==> config.mk <==
export PLATFORM = sky130hd
export DESIGN_NAME = id_ctrl_pipe
export DESIGN_NICKNAME = d
export VERILOG_FILES = /design/src/rtl/id_ctrl_pipe.sv
export SDC_FILE = /design/constraint.sdc
export NUM_CORES = 1
export LEC_CHECK = 0
export CORE_ASPECT_RATIO = 1.4
export CORE_MARGIN = 2
export CORE_UTILIZATION = 41
export CTS_CLUSTER_SIZE = 28
export DETAILED_ROUTE_END_ITERATION = 8
export PLACE_DENSITY = 0.76
export SETUP_SLACK_MARGIN = 0.05
export SYNTH_ARGS = -nofsm -noshare
export SYNTH_HDL_FRONTEND = slang
export SYNTH_SLANG_ARGS = --single-unit
==> constraint.sdc <==
create_clock -name clk -period 2.1 [get_ports clk]
set_input_delay 0.42 -clock clk [delete_from_list [all_inputs] [get_ports clk]]
set_output_delay 0.42 -clock clk [all_outputs]
set_load 0.05 [all_outputs]
==> src/rtl/id_ctrl_pipe.sv <==
// id_ctrl_pipe: RV32I (+ optional MUL) decode-control stage.
// Decodes the instruction combinationally and registers the control
// fields into the ID/EX register behind a valid/ready handshake. It also
// inserts a one-cycle bubble on a load-use hazard, kills the instruction on
// flush, and flags undecodable words so EX can trap.
module id_ctrl_pipe #(
    parameter bit ENABLE_M  = 1'b0,
    parameter bit HAZARD_EN = 1'b1,
    parameter int ALU_OP_W  = 4
) (
    input  logic                clk,
    input  logic                reset,
    input  logic                in_valid,
    output logic                in_ready,
    input  logic [31:0]         inst,
    input  logic                flush,
    input  logic                ex_ready,
    output logic                out_valid,
    output logic                mem_read,
    output logic                mem_write,
    output logic                reg_write,
    output logic                alu_src_a,
    output logic                alu_src_b,
    output logic [1:0]          mem_to_reg,
    output logic [1:0]          jump,
    output logic                is_signed,
    output logic [1:0]          inst_size,
    output logic [ALU_OP_W-1:0] alu_op,
    output logic [4:0]          rd,
    output logic [4:0]          rs1,
    output logic [4:0]          rs2,
    output logic                illegal
);

    localparam logic [6:0] OPC_LUI    = 7'b0110111;
    localparam logic [6:0] OPC_AUIPC  = 7'b0010111;
    localparam logic [6:0] OPC_OP_IMM = 7'b0010011;
    localparam logic [6:0] OPC_LOAD   = 7'b0000011;
    localparam logic [6:0] OPC_STORE  = 7'b0100011;
    localparam logic [6:0] OPC_OP     = 7'b0110011;
    localparam logic [6:0] OPC_BRANCH = 7'b1100011;
    localparam logic [6:0] OPC_JAL    = 7'b1101111;
    localparam logic [6:0] OPC_JALR   = 7'b1100111;

    localparam logic [3:0] ALU_ADD = 4'd0,  ALU_SUB = 4'd1,  ALU_MUL = 4'd2;
    localparam logic [3:0] ALU_AND = 4'd3,  ALU_OR  = 4'd4,  ALU_XOR = 4'd5;
    localparam logic [3:0] ALU_SHL = 4'd6,  ALU_SHR = 4'd7,  ALU_SLT = 4'd8;
    localparam logic [3:0] ALU_LUI = 4'd9,  ALU_BEQ = 4'd10, ALU_BNE = 4'd11;
    localparam logic [3:0] ALU_BGE = 4'd12, ALU_BLT = 4'd13;

    // Shared funct3 -> ALU mapping for OP and OP-IMM (SRL/SRA both map to SHR).
    function automatic logic [3:0] f3_alu(input logic [2:0] f3);
        case (f3)
            3'b000:  f3_alu = ALU_ADD;
            3'b001:  f3_alu = ALU_SHL;
            3'b010:  f3_alu = ALU_SLT;
            3'b011:  f3_alu = ALU_SLT;
            3'b100:  f3_alu = ALU_XOR;
            3'b101:  f3_alu = ALU_SHR;
            3'b110:  f3_alu = ALU_OR;
            default: f3_alu = ALU_AND;
        endcase
    endfunction

    logic [6:0] opcode;
    logic [2:0] funct3;
    logic [6:0] funct7;
    assign opcode = inst[6:0];
    assign funct3 = inst[14:12];
    assign funct7 = inst[31:25];

    // Decoded (next) values.
    logic       illegal_next, mem_read_next, mem_write_next, reg_write_next;
    logic       alu_src_a_next, alu_src_b_next, is_signed_next;
    logic [1:0] mem_to_reg_next, jump_next, inst_size_next;
    logic [3:0] alu_op_next;
    logic [4:0] rd_next, rs1_next, rs2_next;

    // Registered ID/EX fields.
    logic                out_valid_reg, illegal_reg, mem_read_reg, mem_write_reg;
    logic                reg_write_reg, alu_src_a_reg, alu_src_b_reg, is_signed_reg;
    logic [1:0]          mem_to_reg_reg, jump_reg, inst_size_reg;
    logic [ALU_OP_W-1:0] alu_op_reg;
    logic [4:0]          rd_reg, rs1_reg, rs2_reg;

    // Combinational decode; unused register indices are driven 0 so the
    // hazard compare never matches a source the instruction does not read.
    always_comb begin
        illegal_next    = 1'b0;
        mem_read_next   = 1'b0;
        mem_write_next  = 1'b0;
        reg_write_next  = 1'b1;
        alu_src_a_next  = 1'b0;
        alu_src_b_next  = 1'b0;
        mem_to_reg_next = 2'd0;
        jump_next       = 2'd0;
        is_signed_next  = 1'b1;
        inst_size_next  = 2'b00;
        alu_op_next     = ALU_ADD;
        rd_next         = 5'd0;
        rs1_next        = 5'd0;
        rs2_next        = 5'd0;
        case (opcode)
            OPC_LUI, OPC_AUIPC: begin
                reg_write_next  = 1'b0;
                alu_src_b_next  = 1'b1;
                mem_to_reg_next = 2'd2;
                alu_op_next     = (opcode == OPC_LUI) ? ALU_LUI : ALU_ADD;
                rd_next         = inst[11:7];
            end
            OPC_OP_IMM: begin
                reg_write_next  = 1'b0;
                alu_src_a_next  = 1'b1;
                alu_src_b_next  = 1'b1;
                mem_to_reg_next = 2'd2;
                alu_op_next     = f3_alu(funct3);
                is_signed_next  = (funct3 != 3'b011);
                rd_next         = inst[11:7];
                rs1_next        = inst[19:15];
            end
            OPC_LOAD: begin
                reg_write_next  = 1'b0;
                mem_read_next   = 1'b1;
                alu_src_a_next  = 1'b1;
                alu_src_b_next  = 1'b1;
                mem_to_reg_next = 2'd1;
                rd_next         = inst[11:7];
                rs1_next        = inst[19:15];
                case (funct3)
                    3'b000:  inst_size_next = 2'b10;
                    3'b001:  inst_size_next = 2'b01;
                    3'b010:  inst_size_next = 2'b00;
                    3'b100:  begin inst_size_next = 2'b10; is_signed_next = 1'b0; end
                    3'b101:  begin inst_size_next = 2'b01; is_signed_next = 1'b0; end
                    default: illegal_next = 1'b1;
                endcase
            end
            OPC_STORE: begin
                mem_write_next = 1'b1;
                alu_src_a_next = 1'b1;
                alu_src_b_next = 1'b1;
                rs1_next       = inst[19:15];
                rs2_next       = inst[24:20];
                case (funct3)
                    3'b000:  inst_size_next = 2'b10;
                    3'b001:  inst_size_next = 2'b01;
                    3'b010:  inst_size_next = 2'b00;
                    default: illegal_next = 1'b1;
                endcase
            end
            OPC_OP: begin
                reg_write_next  = 1'b0;
                alu_src_a_next  = 1'b1;
                mem_to_reg_next = 2'd2;
                rd_next         = inst[11:7];
                rs1_next        = inst[19:15];
                rs2_next        = inst[24:20];
                is_signed_next  = (funct3 != 3'b011);
                case (funct7)
                    7'b0000000: alu_op_next = f3_alu(funct3);
                    7'b0100000: alu_op_next = (funct3 == 3'b000) ? ALU_SUB : f3_alu(funct3);
                    7'b0000001: begin
                        if (ENABLE_M && funct3 == 3'b000) alu_op_next = ALU_MUL;
                        else                              illegal_next = 1'b1;
                    end
                    default:    illegal_next = 1'b1;
                endcase
            end
            OPC_BRANCH: begin
                alu_src_a_next = 1'b1;
                rs1_next       = inst[19:15];
                rs2_next       = inst[24:20];
                case (funct3)
                    3'b000:  alu_op_next = ALU_BEQ;
                    3'b001:  alu_op_next = ALU_BNE;
                    3'b100:  alu_op_next = ALU_BLT;
                    3'b101:  alu_op_next = ALU_BGE;
                    3'b110:  begin alu_op_next = ALU_BLT; is_signed_next = 1'b0; end
                    3'b111:  begin alu_op_next = ALU_BGE; is_signed_next = 1'b0; end
                    default: illegal_next = 1'b1;
                endcase
            end
            OPC_JAL, OPC_JALR: begin
                reg_write_next  = 1'b0;
                alu_src_a_next  = (opcode == OPC_JALR);
                alu_src_b_next  = 1'b1;
                mem_to_reg_next = 2'd2;
                jump_next       = 2'd3;
                rd_next         = inst[11:7];
                rs1_next        = (opcode == OPC_JALR) ? inst[19:15] : 5'd0;
            end
            default: illegal_next = 1'b1;
        endcase
        // An undecodable word must not write, touch memory or jump.
        if (illegal_next) begin
            mem_read_next   = 1'b0;
            mem_write_next  = 1'b0;
            reg_write_next  = 1'b1;
            alu_src_a_next  = 1'b0;
            alu_src_b_next  = 1'b0;
            mem_to_reg_next = 2'd0;
            jump_next       = 2'd0;
            is_signed_next  = 1'b1;
            inst_size_next  = 2'b00;
            alu_op_next     = ALU_ADD;
            rd_next         = 5'd0;
            rs1_next        = 5'd0;
            rs2_next        = 5'd0;
        end
    end

    // Load-use hazard: incoming source index equals the registered load's rd.
    logic [4:0] src_idx [2];
    logic [1:0] src_hit;
    logic       adv, stall;
    assign src_idx[0] = rs1_next;
    assign src_idx[1] = rs2_next;

    genvar gi;
    generate
        for (gi = 0; gi < 2; gi++) begin : g_src_hit
            assign src_hit[gi] = (src_idx[gi] == rd_reg);
        end
        if (HAZARD_EN) begin : g_hazard
            assign stall = out_valid_reg & mem_read_reg & (rd_reg != 5'd0) & in_valid & (|src_hit);
        end else begin : g_no_hazard
            assign stall = 1'b0;
        end
    endgenerate

    assign adv      = ex_ready | ~out_valid_reg;
    assign in_ready = adv & ~stall & ~flush;

    // ID/EX register: reset, then flush, then bubble, then load or hold.
    always_ff @(posedge clk) begin
        if (!reset) begin
            out_valid_reg  <= 1'b0;
            illegal_reg    <= 1'b0;
            mem_read_reg   <= 1'b0;
            mem_write_reg  <= 1'b0;
            reg_write_reg  <= 1'b1;
            alu_src_a_reg  <= 1'b0;
            alu_src_b_reg  <= 1'b0;
            mem_to_reg_reg <= 2'd0;
            jump_reg       <= 2'd0;
            is_signed_reg  <= 1'b0;
            inst_size_reg  <= 2'b00;
            alu_op_reg     <= '0;
            rd_reg         <= 5'd0;
            rs1_reg        <= 5'd0;
            rs2_reg        <= 5'd0;
        end else if (flush) begin
            out_valid_reg <= 1'b0;
        end else if (adv && stall) begin
            out_valid_reg <= 1'b0;
        end else if (adv) begin
            out_valid_reg <= in_valid;
            if (in_valid) begin
                illegal_reg    <= illegal_next;
                mem_read_reg   <= mem_read_next;
                mem_write_reg  <= mem_write_next;
                reg_write_reg  <= reg_write_next;
                alu_src_a_reg  <= alu_src_a_next;
                alu_src_b_reg  <= alu_src_b_next;
                mem_to_reg_reg <= mem_to_reg_next;
                jump_reg       <= jump_next;
                is_signed_reg  <= is_signed_next;
                inst_size_reg  <= inst_size_next;
                alu_op_reg     <= ALU_OP_W'(alu_op_next);
                rd_reg         <= rd_next;
                rs1_reg        <= rs1_next;
                rs2_reg        <= rs2_next;
            end
        end
    end

    assign out_valid  = out_valid_reg;
    assign illegal    = illegal_reg;
    assign mem_read   = mem_read_reg;
    assign mem_write  = mem_write_reg;
    assign reg_write  = reg_write_reg;
    assign alu_src_a  = alu_src_a_reg;
    assign alu_src_b  = alu_src_b_reg;
    assign mem_to_reg = mem_to_reg_reg;
    assign jump       = jump_reg;
    assign is_signed  = is_signed_reg;
    assign inst_size  = inst_size_reg;
    assign alu_op     = alu_op_reg;
    assign rd         = rd_reg;
    assign rs1        = rs1_reg;
    assign rs2        = rs2_reg;

endmodule
==> results.md, run 1 <==
* Gpl congestion at 0.846
* Setup TNS at -4.49 ns
* Pre-CTS WS at -0.708 ns
* Rows at 30
* Peak supply drop at 0.369 mV
* Final Cycle Share at 117%
* Switching Share at 27.2%
* Die H at 88.0 microns
* Drt first pass iters at 4
* Die width at 64.0 microns
* Ys async rst share at 0%
* Worst r2r dst: rs2[0]
* Top cell type by total area after synthesis: dfxtp_1
* CTS tree: yes
* Seq/Total Area, Yosys at between 30% and 40%
* Inserted Diodes at 0
* R2r setup slk at -0.04 ns
* Net Sw Power at 0.000435 W
* Vias in the first global route at around 2,500
* Crit Path Max Fanout at 3
* Crit path kind: input pin to output pin
* Comb pwr share at a little under a quarter
* Critical path startpoint category: input pin
* Total gr overflow at 0
* Area Overhead vs Synth at 76.9%
* CTS Buffer Depth at 2
* Final Critical Period at approximately 2.5 ns
* Yosys warning count at 0
* Fin worst setup slack at -0.350 ns
* Share of layout cells above drive strength 1 at 37.7%
* Hpwl dp at 4.76 mm
* TritonCTS Buffers at 5
* Skew final at 0.00879 ns
* HP Class: flip-flop to flip-flop
* Hold Path Cell Cnt at 2
* PnR Total Power at around 0.0016 W
* Worst slew pin tran at 0.524 ns
* CTS root buf: clkbuf_8
* Origin of the critical flop-to-flop path: rd[0]
* Sink Count at 31
* Hold_buf cts at 0
* Storage element area at 629 sq um
* Clk pin slew, worst setup/hold paths at 0.06 ns
* Multi-input logic area at 1570 sq um
* # setup viols final at 31
* Vias at 2,491
* Yosys reg bits at 31
* Final hold viol count at 0
* Clk pwr share at roughly two fifths
* Worst-skew pair later-pin latency at 0.29 ns
* Main area contributors after synthesis: dfxtp_1 (30%), mux2i_1 (15%), nand2_1 (10%)
* Synth top area share at between 30 and 40%
* Synth cell types at 52
* First-pass GRT wire length at ~11 mm
* Slew HR at 64.9%
* H-tree levels at 2
* Die area at 5630 sq um
* Largest net degree at the start of global routing at 31
* Outcome: finished, violations left
* Critical path capture point type: output pin
* DRC viols at 0
* Syn_nets at 297
* Post-synth design cell area at just over 2000 sq um
* Post-Syn Area per Cell at 7.95 sq um
* GRT Overall Usage at 25.3%
* Remaining antenna violation count after routing at 0
* Initial antenna violation count at 0
* Hold path start: rs2[3]
* Leak at 1.54 nW
* Int Power at 0.00116 W
* DR iter-0 viols at 213
* Post-synth EDFFs at 0
* Most used DFF post-synth: dfxtp_1
* Input/output buffers at 70
* Cells after Synth at 260
* Most frequent cells in the layout: buf_4 (62), nand2_1 (55), clkdlybuf4s50_1 (41), mux2i_1 (30), dfxtp_1 (26)
* RSZ-0062 raised after global routing: yes
* Core ar. at 4840 sq um
* Drt total wl at between 7 and 8 mm
* Commonest non-fill, non-tap cell in the layout: buf_4
* Vias per inst at 5.49
* Max Cap Viol at 0
* Hold Crit Endpoint: rs2[3]
* Sequential power share at 37.4%
* Register-to-Register Path Depth at 10
* Hold_ws at 0.466 ns
* Worst path arrival time at about 2.0 ns
* Failing checks: negative setup slack
* # IOs at 71
* Routed wire per std cell at 17.4 microns
* Final Max Tran Viols at 0
* Critical Path RT at 1.68 ns
* Starting density of the core at 42.7%
* Final core occ at 75.5%
* Pwr dens at 437 nW/um^2
* Nets at 426
* Fillers at 315
* Max Clk Rate at 408 MHz
-- cell usage after synthesis (3+ instances only) --
library cell,number
buf_6,4
mux2i_1,30
inv_1,4
nand3_1,4
dfxtp_1,31
nand4_1,5
nand2_1,57
a31oi_1,4
a21oi_1,7
o21ai_0,12
nor2_1,15
and2_1,3
nor2b_1,4
nor3_1,11
xnor2_1,5
nand3b_1,3
or3_1,3
clkbuf_1,8
nand2b_1,4
buf_2,4
buf_4,3
-- routing by layer --
metal	global-route usage (%)	up-vias	part of all wire (%)
met3	4.24	26	3.9
met1	25.0	1203	37
met4	11.5	0	3.8
met2	50.5	83	56
met5	0	-	0
li1	-	1179	-
-- power groups by stage --
stage	clock, W	combinational, W	sequential (W)
after CTS	0.000615	0.000344	0.000597
final	0.000620	0.000380	0.000598
after global placement	0	0.000324	0.000611
after floorplan	0	0.000143	0.000633
after global routing	0.000653	0.000398	0.000598
after detailed placement	0	0.000327	0.000612
-- critical path, cell delays in order --
cell and delay (ns):
clkdlybuf4s50_1 0.50, nand3_2 0.12, nor2_1 0.16, nand2_1 0.10, a21oi_2 0.25, o22ai_4 0.14
and3_4 0.18, buf_12 0.14
-- metrics by stage --
step,cells,area [sq um]
3_3_place_gp,425,3180
4_1_cts,451,3520
2_1_floorplan,260,2140
5_1_grt,454,3660
6_report,454,3660
3_5_place_dp,425,3180
-- final cells by class --
class	count	share of cell area (%)
Tap cell	64	2.19
Multi-Input combinational cell	206	42.8
Sequential cell	31	17.2
Clock inverter	2	0.958
Timing Repair Buffer	141	34.1
Inverter	4	0.411
Clock buffer	6	2.26
-- logic make-up (layout without fill, tap and decap cells) --
group                  Yosys count  after routing  share of synthesized area (%)
AO/OA/AOI/OAI                   40             40                           13.4
buffers and inverters           23            153                           6.42
multiplexers                    31             31                           15.1
XOR/XNOR                         7              7                           2.97
AND/OR/NAND/NOR                128            128                           32.1
flip-flops                      31             31                           30.0
-- how the worst max path moves through the flow --
stage	start	endpoint	cells past startpoint
CTS	inst[27]	in_ready	8
finish	in_valid	in_ready	8
floorplan	inst[14]	in_ready	7
global route	in_valid	in_ready	8
detailed placement	inst[14]	in_ready	8
global placement	inst[14]	in_ready	8
-- what timing repair did --
action,in CTS,in global routing
gates resized for setup,105,26
buffers inserted,19,2
gates cloned,0,2
endpoints found under the setup margin,32,32
pin swaps,26,12
Power figures use the tool's default switching activity.
==> run 2: changes to the inputs <==
--- a/config.mk
+++ b/config.mk
@@ -7,10 +7,11 @@
 export LEC_CHECK = 0
 export CORE_ASPECT_RATIO = 1.4
 export CORE_MARGIN = 2
-export CORE_UTILIZATION = 41
+export CORE_UTILIZATION = 57
 export CTS_CLUSTER_SIZE = 28
 export DETAILED_ROUTE_END_ITERATION = 8
-export PLACE_DENSITY = 0.76
+export DONT_BUFFER_PORTS = 1
+export PLACE_DENSITY = 0.75
 export SETUP_SLACK_MARGIN = 0.05
 export SYNTH_ARGS = -nofsm -noshare
 export SYNTH_HDL_FRONTEND = slang
==> constraint.sdc (replaced) <==
create_clock -name clk -period 2.1 [get_ports clk]
set_input_delay 0.525 -clock clk [delete_from_list [all_inputs] [get_ports clk]]
set_output_delay 0.525 -clock clk [all_outputs]
set_load 0.05 [all_outputs]
==> results.md, run 2 (synthesized netlist as in run 1, its figures left out) <==
* Net Sw Power at 0.000333 W (was 0.000435 W)
* Drt first pass iters at 4 (unchanged)
* DR WL met2 at 3.10 mm (was 4.41 mm)
* Final Max Tran Viols at 0 (unchanged)
* Pre-CTS WS at -0.226 ns (was -0.708 ns)
* Input/output buffers at 0 (was 70)
* Switching Share at 26.2% (was 27.2%)
* Vias per inst at 6.20 (was 5.49)
* Met1 WL at 2.00 mm (was 2.89 mm)
* Max Clk Rate at 420 MHz (was 408 MHz)
* Die area at 4130 sq um (was 5630 sq um)
* Int Power at 0.000940 W (was 0.00116 W)
* Vias in the first global route at 1,912 (was 2,495)
* Hold_buf cts at 0 (unchanged)
* Clk pin slew, worst setup/hold paths at 0.07 ns (was 0.06 ns)
* Most frequent cells in the layout: nand2_1 (57), mux2i_1 (30), dfxtp_1 (26), buf_4 (24), nor2_1 (12) (was buf_4 (62), nand2_1 (55), clkdlybuf4s50_1 (41), mux2i_1 (30), dfxtp_1 (26))
* Peak supply drop at 0.595 mV (was 0.369 mV)
* Failing checks: negative setup slack (unchanged)
* Largest net degree at the start of global routing at 43 (was 31)
* Sequential power share at 48.2% (was 37.4%)
* CP max stage delay at 0.37 ns (was 0.50 ns)
* First-pass GRT wire length at 8.89 mm (was 11.2 mm)
* Skew final at 0.0107 ns (was 0.00879 ns)
* Fillers at 259 (was 315)
* Die width at 54.9 microns (was 64.0 microns)
* Gpl congestion at 0.888 (was 0.846)
* # setup viols final at 31 (unchanged)
* TritonCTS Buffers at 5 (unchanged)
* GRT Overall Usage at 30.5% (was 25.3%)
* RSZ-0062 raised after global routing: yes (unchanged)
* Worst path arrival time at 1.86 ns (was 2.03 ns)
* Crit path kind: flip-flop to output pin (was input pin to output pin)
* Starting density of the core at 60.6% (was 42.7%)
* Slew HR at 49.4% (was 64.9%)
* DRC viols at 0 (unchanged)
* Rows at 25 (was 30)
* Drt total wl at 5.79 mm (was 7.91 mm)
* Routed wl met3 at 411 microns (was 307 microns)
* Worst slew pin tran at 0.754 ns (was 0.524 ns)
* Pwr dens at 495 nW/um^2 (was 437 nW/um^2)
* Outcome: finished, violations left (unchanged)
* Commonest non-fill, non-tap cell in the layout: nand2_1 (was buf_4)
* H-tree levels at 2 (unchanged)
* Total gr overflow at 0 (unchanged)
* Sink Count at 31 (unchanged)
* CP delay by family, top: simple AND/OR/NAND/NOR gates (was buffers and inverters)
* Core ar. at 3410 sq um (was 4840 sq um)
* Comb pwr share at 13.9% (was 23.8%)
* Fin worst setup slack at -0.282 ns (was -0.350 ns)
* Crit Path Max Fanout at 4 (was 3)
* Clk pwr share at 37.9% (was 38.8%)
* Vias at 1,996 (was 2,491)
* Remaining antenna violation count after routing at 0 (unchanged)
* Routed wire per std cell at 18.0 microns (was 17.4 microns)
* Die H at 75.3 microns (was 88.0 microns)
* Nets at 319 (was 426)
* Hpwl dp at 3.94 mm (was 4.76 mm)
* PnR Total Power at 0.00127 W (was 0.00160 W)
* Critical path capture point type: output pin (unchanged)
* Area Overhead vs Synth at 24.6% (was 76.9%)
* Final Critical Period at 2.38 ns (was 2.45 ns)
* Worst path slowest cell: dfxtp_4 (was clkdlybuf4s50_1)
* Max Cap Viol at 0 (unchanged)
* Initial antenna violation count at 0 (unchanged)
* # IOs at 71 (unchanged)
* Worst-skew pair later-pin latency at 0.29 ns (about the same)
* CTS tree: yes (unchanged)
* Highest Signal Layer: met4 (unchanged)
* Worst path cell trace: buf_4 -> or3_4 -> nand4_1 -> nor3_2 -> o221ai_2 -> and3_4 (was clkdlybuf4s50_1 -> nand3_2 -> nor2_1 -> nand2_1 -> a21oi_2 -> o22ai_4 -> and3_4 -> buf_12)
* DR iter-0 viols at 53 (was 213)
* Setup TNS at -3.78 ns (was -4.49 ns)
* Final Cycle Share at 113% (was 117%)
* Leak at 1.02 nW (was 1.54 nW)
* CTS root buf: clkbuf_8 (unchanged)
* Share of layout cells above drive strength 1 at 27.3% (was 37.7%)
* CTS Buffer Depth at 2 (unchanged)
* Inserted Diodes at 0 (unchanged)
* HP Class: input pin to flip-flop (was flip-flop to flip-flop)
* Bufs and invs on worst path at 1 (was 2)
* Critical path startpoint category: flip-flop (was input pin)
* Final hold viol count at 0 (unchanged)
* Critical Path RT at 1.57 ns (was 1.68 ns)
==> run 2: stage by stage <==
| step | cell area (sq um) | hold WS [ns] | utilization, % | cells |
|---|---|---|---|---|
| floorplan | 2140 | 0.604 | - | 260 |
| detailed placement | 2260 | 0.497 | 66.4 | 305 |
| global placement | 2260 | 0.485 | 66.4 | 305 |
| finish | 2570 | 0.298 | 75.5 | 322 |
| global route | 2570 | 0.293 | 75.5 | 322 |
| CTS | 2510 | 0.303 | 73.6 | 321 |
==> run 2: power groups by stage <==
| stage | sequential (W) | combinational (W) | clock, W |
|---|---|---|---|
| after global routing | 0.000614 | 0.000192 | 0.000507 |
| after global placement | 0.000629 | 0.000147 | 0 |
| final | 0.000613 | 0.000177 | 0.000483 |
| after detailed placement | 0.000628 | 0.000148 | 0 |
| after floorplan | 0.000633 | 0.000143 | 0 |
| after CTS | 0.000615 | 0.000176 | 0.000479 |
==> run 2: worst paths after layout <==
path	from	end	slack, ns	cells after the start
setup / recovery	rd[4]	in_ready	-0.28	6
hold / removal	flush	out_valid	0.30	1
setup reg to reg	rd[3]	mem_write	-0.16	12
hold reg to reg	rd[1]	rd[1]	0.57	2
==> run 2: final cells by class <==
cell class                 count  area [sq um]  share of cell area, %
inverter                       4          15.0                  0.583
multi-input combinational    206          1460                   56.9
tap                           40          50.0                   1.94
timing repair buffer          34           327                   12.7
clock inverter                 1          5.00                  0.194
clock buffer                   6          82.6                   3.21
sequential                    31           632                   24.5
==> run 2: timing repair <==
item | in CTS | in global routing
setup buffers | 7 | 2
endpoints found under the setup margin | 31 | 32
gates resized for setup | 14 | 17
cloned | 2 | 0
pin swaps | 9 | 9
==> run 2: worst reg2reg max path, delay by kind of cell (launching register included) <==
kind / cells / cell delay, ns
flops: 1 / 0.43
buf+inv: 5 / 0.64
mux: 1 / 0.19
simple gates: 4 / 0.74
compound gates: 2 / 0.18
==> run 2: metal layers <==
metal	GRT usage (%)	up-vias
li1	-	962
met1	29.9	927
met2	53.0	83
met3	9.13	24
met4	20.6	0
met5	0	-
==> run 3: changes to the inputs <==
--- a/config.mk
+++ b/config.mk
@@ -6,7 +6,7 @@
 export NUM_CORES = 1
 export LEC_CHECK = 0
 export CORE_ASPECT_RATIO = 1.4
-export CORE_MARGIN = 2
+export CORE_MARGIN = 4
 export CORE_UTILIZATION = 57
 export CTS_CLUSTER_SIZE = 28
 export DETAILED_ROUTE_END_ITERATION = 8
==> results.md, run 3 (synthesized netlist as in run 1, its figures left out) <==
* Die width at 58.9 microns (was 54.9 microns)
* Pwr dens at 552 nW/um^2 (was 495 nW/um^2)
* Final Max Tran Viols at 0 (unchanged)
* Critical path startpoint category: flip-flop (unchanged)
* Largest net degree at the start of global routing at 43 (unchanged)
* Input/output buffers at 0 (unchanged)
* Switching Share at 23.9% (was 26.2%)
* Max Cap Viol at 0 (unchanged)
* Origin of the critical flop-to-flop path: rd[3] (unchanged)
* Final instance area at 2530 sq um (was 2570 sq um)
* TritonCTS Buffers at 5 (unchanged)
* Worst path arrival time at 1.78 ns (was 1.86 ns)
* Max Clk Rate at 435 MHz (was 420 MHz)
* Drt first pass iters at 4 (unchanged)
* Initial antenna violation count at 0 (unchanged)
* Final core occ at 73.6% (was 75.5%)
* DR iter-0 viols at 76 (was 53)
* Peak supply drop at 0.545 mV (was 0.595 mV)
* Slew HR at 58.5% (was 49.4%)
* H-tree levels at 2 (unchanged)
* Met3 Track Usage GR at 7.15% (was 9.13%)
* Failing checks: negative setup slack (unchanged)
* Worst r2r dst: is_signed (was mem_write)
* First-pass GRT wire length at 8.76 mm (was 8.89 mm)
* Core ar. at 3440 sq um (was 3410 sq um)
* GRT Max-Usage Layer: met2 (unchanged)
* DRC viols at 0 (unchanged)
* Starting density of the core at 60.1% (was 60.6%)
* Clk pwr share at 43.6% (was 37.9%)
* Clk pin slew, worst setup/hold paths at 0.07 ns (about the same)
* Remaining antenna violation count after routing at 0 (unchanged)
* R2r setup slk at 0.10 ns (was -0.16 ns)
* Vias in the first global route at 1,884 (was 1,912)
* GRT Overall Usage at 24.2% (was 30.5%)
* Most frequent cells in the layout: nand2_1 (57), mux2i_1 (29), dfxtp_1 (26), buf_4 (19) (was nand2_1 (57), mux2i_1 (30), dfxtp_1 (26), buf_4 (24), nor2_1 (12))
* Die area at 4670 sq um (was 4130 sq um)
* Hpwl dp at 3.99 mm (was 3.94 mm)
* Commonest non-fill, non-tap cell in the layout: nand2_1 (unchanged)
* Inserted Diodes at 0 (unchanged)
* Comb pwr share at 12.4% (was 13.9%)
* Leak at 1.00 nW (was 1.02 nW)
* Int Power at 0.00106 W (was 0.000940 W)
* Vias per inst at 6.28 (was 6.20)
* PnR Total Power at 0.00140 W (was 0.00127 W)
* Crit path kind: flip-flop to output pin (unchanged)
* Worst-skew pair later-pin latency at 0.28 ns (was 0.29 ns)
* Vias at 1,973 (was 1,996)
* Sink Count at 31 (unchanged)
* Final Cycle Share at 110% (was 113%)
* Share of layout cells above drive strength 1 at 26.6% (was 27.3%)
* Worst slew pin tran at 0.618 ns (was 0.754 ns)
* RSZ-0062 raised after global routing: yes (unchanged)
* # IOs at 71 (unchanged)
* Rows at 25 (unchanged)
* Final hold viol count at 0 (unchanged)
* Routed wire per std cell at 18.2 microns (was 18.0 microns)
* Critical path capture point type: output pin (unchanged)
* Crit Path Max Fanout at 7 (was 4)
* # setup viols final at 1 (was 31)
* Final Critical Period at 2.30 ns (was 2.38 ns)
* Net Sw Power at 0.000334 W (was 0.000333 W)
* HP Class: input pin to flip-flop (unchanged)
* CTS root buf: clkbuf_8 (unchanged)
* Skew final at 0.00486 ns (was 0.0107 ns)
* Hold_ws at 0.315 ns (was 0.298 ns)
* Dpl cell area at 2240 sq um (was 2260 sq um)
* Die H at 79.3 microns (was 75.3 microns)
* Register-to-Register Path Depth at 9 (was 12)
* Setup crit start: rd[3] (was rd[4])
* Area Overhead vs Synth at 22.5% (was 24.6%)
* Critical Path RT at 1.57 ns (about the same)
* CTS tree: yes (unchanged)
* Gpl congestion at 0.898 (was 0.888)
* Nets at 310 (was 319)
* Met2 global-route usage at 43.7% (was 53.0%)
* Total gr overflow at 0 (unchanged)
* Hold_buf cts at 0 (unchanged)
* Setup TNS at -0.200 ns (was -3.78 ns)
* Drt total wl at 5.72 mm (was 5.79 mm)
* Sequential power share at 44.0% (was 48.2%)
* End of the critical path: in_ready (unchanged)
* GR Layer Usage met1 at 25.7% (was 29.9%)
* CTS Buffer Depth at 2 (unchanged)
* Outcome: finished, violations left (unchanged)
* Fin worst setup slack at -0.200 ns (was -0.282 ns)
==> run 3: cell type report <==
class                      instances  area (sq um)
tap                               40          50.0
multi-input combinational        206          1480
timing repair buffer              25           236
inverter                           4          15.0
clock inverter                     2          35.0
fill                             285           910
sequential                        31           629
clock buffer                       6          82.6
==> run 3: per-layer routing <==
layer  wire [microns]  share of wire [%]
met1             2060                 36
met5                0                  0
met2             3060                 53
met4              137                2.4
met3              467                8.2
==> run 3: power groups by stage <==
stage          clock (W)  sequential [W]  combinational (W)
2_1_floorplan          0        0.000633           0.000143
3_3_place_gp           0        0.000629           0.000146
3_5_place_dp           0        0.000629           0.000147
4_1_cts         0.000615        0.000614           0.000157
5_1_grt         0.000636        0.000615           0.000186
6_report        0.000610        0.000615           0.000173
==> run 3: how the worst min path moves through the flow <==
stage                     start         to  cells after the start
final                     flush  out_valid                      1
after detailed placement  rd[0]      rd[0]                      2
after CTS                 flush  out_valid                      1
after global routing      flush  out_valid                      1
after floorplan           flush  out_valid                      1
after global placement    rd[0]      rd[0]                      2
==> run 3: critical path: stages, from the launching register on <==
cell	delay, ns
dfxtp_2	0.44
xnor2_1	0.10
a31oi_1	0.23
nor2_1	0.06
and4_1	0.20
o22ai_2	0.13
and3_4	0.31
==> run 3: through the flow <==
step                cells  worst slack, ns
floorplan             260           -0.132
detailed placement    303           -0.300
finish                314           -0.200
global route          314           -0.263
global placement      303           -0.230
CTS                   313           -0.166
==> run 3: repair_timing <==
action                                  in CTS  in global routing
gates cloned                                 0                  1
buffers inserted                             2                  0
pin swaps                                   15                  9
endpoints found under the setup margin       7                 31
gates resized for setup                     18                 14
